### config.mk
export PLATFORM = sky130hd
export DESIGN_NAME = exe_mem_stage
export DESIGN_NICKNAME = d
export VERILOG_FILES = /design/src/rtl/exe_mem_stage.sv
export SDC_FILE = /design/constraint.sdc
export NUM_CORES = 1
export LEC_CHECK = 0
export ABC_AREA = 1
export BUFFER_PORTS_ARGS = -buffer_cell sky130_fd_sc_hd__buf_2
export CAP_MARGIN = 40
export CORE_ASPECT_RATIO = 1.25
export CORE_MARGIN = 10
export CORE_UTILIZATION = 46
export CTS_BUF_LIST = sky130_fd_sc_hd__clkbuf_2
export CTS_CLUSTER_DIAMETER = 50
export CTS_CLUSTER_SIZE = 20
export DETAILED_ROUTE_END_ITERATION = 10
export PLACE_DENSITY_LB_ADDON = 0.12
export SLEW_MARGIN = 25
export SYNTH_ARGS = -nofsm -noshare
export SYNTH_HDL_FRONTEND = slang
export SYNTH_SLANG_ARGS = --single-unit
### constraint.sdc
create_clock -name clk -period 3 [get_ports clk]
set_input_delay 0.3 -clock clk [delete_from_list [all_inputs] [get_ports clk]]
set_output_delay 0.3 -clock clk [all_outputs]
set_load 0.01 [all_outputs]
### src/rtl/exe_mem_stage.sv
// EXE/MEM pipeline register with committed status-flag register (SR).
// Optional instruction counter enabled by defining EXE_MEM_PERF_CNT_EN.
module exe_mem_stage (
   input  logic        clk,
   input  logic        rst,
   input  logic        stall,
   input  logic        flush,
   input  logic        valid_in,
   input  logic        WB_EN_in,
   input  logic        MEM_R_EN_in,
   input  logic        MEM_W_EN_in,
   input  logic        S_in,
   input  logic [3:0]  Dest_in,
   input  logic [31:0] ALU_result_in,
   input  logic [31:0] Val_Rm_in,
   input  logic [3:0]  status_in,
   output logic        valid_out,
   output logic        WB_EN,
   output logic        MEM_R_EN,
   output logic        MEM_W_EN,
   output logic [3:0]  Dest,
   output logic [31:0] ALU_result,
   output logic [31:0] Val_Rm,
   output logic [3:0]  SR
`ifdef EXE_MEM_PERF_CNT_EN
   ,
   output logic [31:0] inst_count
`endif
);

   logic accept;
   logic advance;

   assign accept  = ~stall & valid_in & ~flush;
   assign advance = ~stall;

   // Control bits are gated by accept so a killed slot becomes a bubble.
   always_ff @(posedge clk or posedge rst) begin
      if (rst) begin
         valid_out  <= 1'b0;
         WB_EN      <= 1'b0;
         MEM_R_EN   <= 1'b0;
         MEM_W_EN   <= 1'b0;
         Dest       <= '0;
         ALU_result <= '0;
         Val_Rm     <= '0;
      end else if (advance) begin
         valid_out  <= accept;
         WB_EN      <= WB_EN_in & accept;
         MEM_R_EN   <= MEM_R_EN_in & accept;
         MEM_W_EN   <= MEM_W_EN_in & accept;
         Dest       <= Dest_in;
         ALU_result <= ALU_result_in;
         Val_Rm     <= Val_Rm_in;
      end
   end

   // SR is registered only; it feeds the ALU carry-in so no bypass path.
   always_ff @(posedge clk or posedge rst) begin
      if (rst) begin
         SR <= '0;
      end else if (accept && S_in) begin
         SR <= status_in;
      end
   end

`ifdef EXE_MEM_PERF_CNT_EN
   always_ff @(posedge clk or posedge rst) begin
      if (rst) begin
         inst_count <= '0;
      end else if (accept) begin
         inst_count <= inst_count + 32'd1;
      end
   end
`endif

endmodule

==> results.md <==
Status
• outcome: finished clean

Route
• antenna-violating nets left: 0
• post-DR wirelength/cell: 14.5 um
• per-cell via count in the routed design: 4.57
• First DRT Iteration DRCs: 143
• number of remaining DRC errors: 0
• drt first pass iters: 4
• number of vias in the routed layout: 2933
• routed wire length: 9340 um

Place
• final RePlAce weighted congestion: 0.773
• number of cells in the design after placement: 556
• number of input and output port buffers inserted: 156
• placed wire-length estimate after detailed placement: 6210 um

Clocking
• number of clock sinks: 76
• clock tree from TritonCTS: done
• Num CTS Buffers: 9
• buffer type at the clock tree root: clkbuf_2
• CTS H-Tree Depth: 3
• PostCTS Resize Cnt: 0
• buffers from clock root to sink, at most: 2
• clock latency of the later-clocked register in the worst-skew pair: 0.44 ns
• clock transition at the registers of the reported paths: 0.22 ns

Timing
• total negative setup slack: 0 ns
• fin crit period: 1.36 ns
• number of endpoints with negative hold slack in the final report: 0
• Fmax achieved: 738 MHz
• clock skew: 0 ns
• number of max-slew violations in the final report: 0
• transition at the pin with the smallest max-transition slack: 0.781 ns
• final critical-path share of the clock period: 45.2%
• setup repair after global routing missed its margin: no
• relative slew slack: 47.9%
• final setup violating endpoints: 0

Floorplanning
• die footprint: 10100 um2
• height of the chip: 110 um
• Placement Rows: 32
• effective utilization at floorplan: 47.6%
• Die W: 91.7 um
• count of boundary I/O pins: 157
• core area: 6210 um2

Setup path
• Largest stage delay, worst path: 0.44 ns
• Worst Setup SP: MEM_R_EN$_DFFE_PP0N_
• category of the worst setup path capture point: output port
• worst-path fanout max: 2
• launching point of the worst reg2reg path: ALU_result[18]$_DFFE_PP0N_
• category of the critical setup timing path: reg -> out
• Bufs and invs on worst path: 1
• slowest cell on the critical path: dfrtp_1
• family with the most delay on the worst path: flip-flops
• worst path required time: 2.70 ns
• cells along the critical path: buf_2
• crit start category: flop
• signal arrival time at the worst endpoint: 1.06 ns

Logic synthesis
• cell types occupying the most area after synthesis: dfrtp_1 (64%), nand2_1 (28%), buf_6 (3.8%)
• per-instance average area after synthesis: 9.10 um2
• distinct cell type count of the synthesized netlist: 11
• fraction of the yosys area taken by sequential cells: 64.3%
• share of Yosys cell area claimed by the top area cell type: 64.3%
• count of mapped cells out of synthesis: 325
• Netlist Area Pre-Place: 2960 um2
• syn_nets: 406
• cell type with the largest total area after synthesis: dfrtp_1
• count of yosys warnings during synthesis: 0
• FF+latch count, synth: 76

Finish
• share of cells above drive strength 1: 32.4%
• number of standard cells in the final layout excluding fillers: 642
• synth-to-layout area growth: 55.8%
• number of filler instances in the final layout: 467
• net count reported at finish: 633

Power
• Leak: 2.67 nW
• worst vdd ir: 0.000322 V
• power density cells: 480 nW/um2

GRT
• met2 Resource Use GR: 31.0%
• antenna violations before repair: 1
• remaining global-route overflow: 0
• met1 track demand over resource: 21.0%
• vias in the first global route: 2942
• overall global routing resource usage: 18.0%
• pin count of the biggest net entering global routing: 74
• most utilized layer in the global route result: met2
• M3 GR Usage: 5.73%
• first-pass GRT wire length: 14600 um

Run
• max-cap viol count: 0

Min path
• hold_sp: Val_Rm_in[15]
• hold crit path type: in -> reg

logic make-up (layout without fill, tap and decap cells):
kind of cell | after synthesis | after routing | share of synthesized area, %
DFF | 76 | 76 | 64.3
other | 0 | 1 | 0
buffers and inverters | 19 | 250 | 5.16
and+or+nand+nor | 230 | 230 | 30.5
repair_timing:
item / in CTS / in global routing
endpoints found under the hold margin: 91 / 9
setup buffers: 0 / 0
hold buffers: 61 / 9
worst min-delay path: cells and delay by family:
family	cells	cell delay [ns]
simple gates	2	0.09
buf+inv	1	0.08
flip-flops by register name (all words and copies together) (netlist names):
| signal | cells |
|---|---|
| SR | 4 |
| WB_EN | 1 |
| MEM_R_EN | 1 |
| MEM_W_EN | 1 |
| valid_out | 1 |
| ALU_result | 32 |
| Dest | 4 |
| Val_Rm | 32 |
synthesized netlist by cell type (all sizes together):
| library cell | n |
|---|---|
| dfrtp | 76 |
| nand3 | 3 |
| nand2 | 221 |
| buf | 15 |
| clkinv | 1 |
| nor2 | 1 |
| inv | 3 |
| nand4 | 5 |
where the power goes:
part | total [W] | internal, W | switching [W] | leakage (nW)
clock network | 0.000600 | 0.000273 | 0.000327 | 0.0778
logic | 0.000442 | 0.000212 | 0.000230 | 1.66
registers | 0.00117 | 0.00112 | 0.0000514 | 0.932
total | 0.00221 | 0.00160 | 0.000609 | 2.67
stage by stage:
step	hold WS (ns)	setup WS, ns	total power, W	util (%)	area, um2
after floorplan	0.410	0.762	0.00137	-	2960
after global placement	0.454	1.37	0.00155	60.1	3730
after detailed placement	0.416	1.56	0.00156	60.8	3780
after CTS	0.00270	1.59	0.00223	72.7	4510
after global routing	0.00229	1.52	0.00235	74.2	4610
final	0.0648	1.64	0.00221	74.2	4610
final cells by class:
cell class,instances,area [um2],share of cell area [%]
diodes,1,2.50,0.0543
inverters,4,15.0,0.326
clock buffers,10,50.0,1.09
multi-input cells,230,902,19.6
repair buffers,231,1550,33.7
well taps,85,106,2.31
flip-flops and latches,76,1900,41.3
clock inverters,5,77.6,1.68
final timing paths:
path | to | slack, ns | cells after the start
worst max-delay path | MEM_R_EN | 1.64 | 1
min in group asynchronous | ALU_result[12]$_DFFE_PP0N_ | 0.46 | 4
worst min-delay path | Val_Rm[15]$_DFFE_PP0N_ | 0.06 | 3
worst max register to register | ALU_result[18]$_DFFE_PP0N_ | 2.34 | 2
max in group asynchronous | SR[2]$_DFFE_PP0P_ | 1.96 | 5
worst min register to register | Val_Rm[25]$_DFFE_PP0N_ | 0.49 | 2
placed cells by master, fill, tap and decap left out:
cell	netlist	final
bufinv_16	0	2
nand4_1	4	4
nand2_1	221	221
inv_1	2	1
buf_12	0	1
dlygate4sd3_1	0	70
diode_2	0	1
buf_2	5	156
nand3_1	3	3
nand4_2	1	1
nor2_8	1	1
buf_4	0	3
clkinvlp_4	0	1
buf_16	0	1
dfrtp_1	76	76
clkinv_2	0	2
clkbuf_2	0	10
inv_2	1	2
clkinv_1	1	1
layer usage:
metal | routed length [um] | part of all wire [%]
met4 | 153 | 1.6
met1 | 3770 | 40
met5 | 0 | 0
met3 | 609 | 6.5
met2 | 4810 | 51
(Power assumes the default switching activity.)
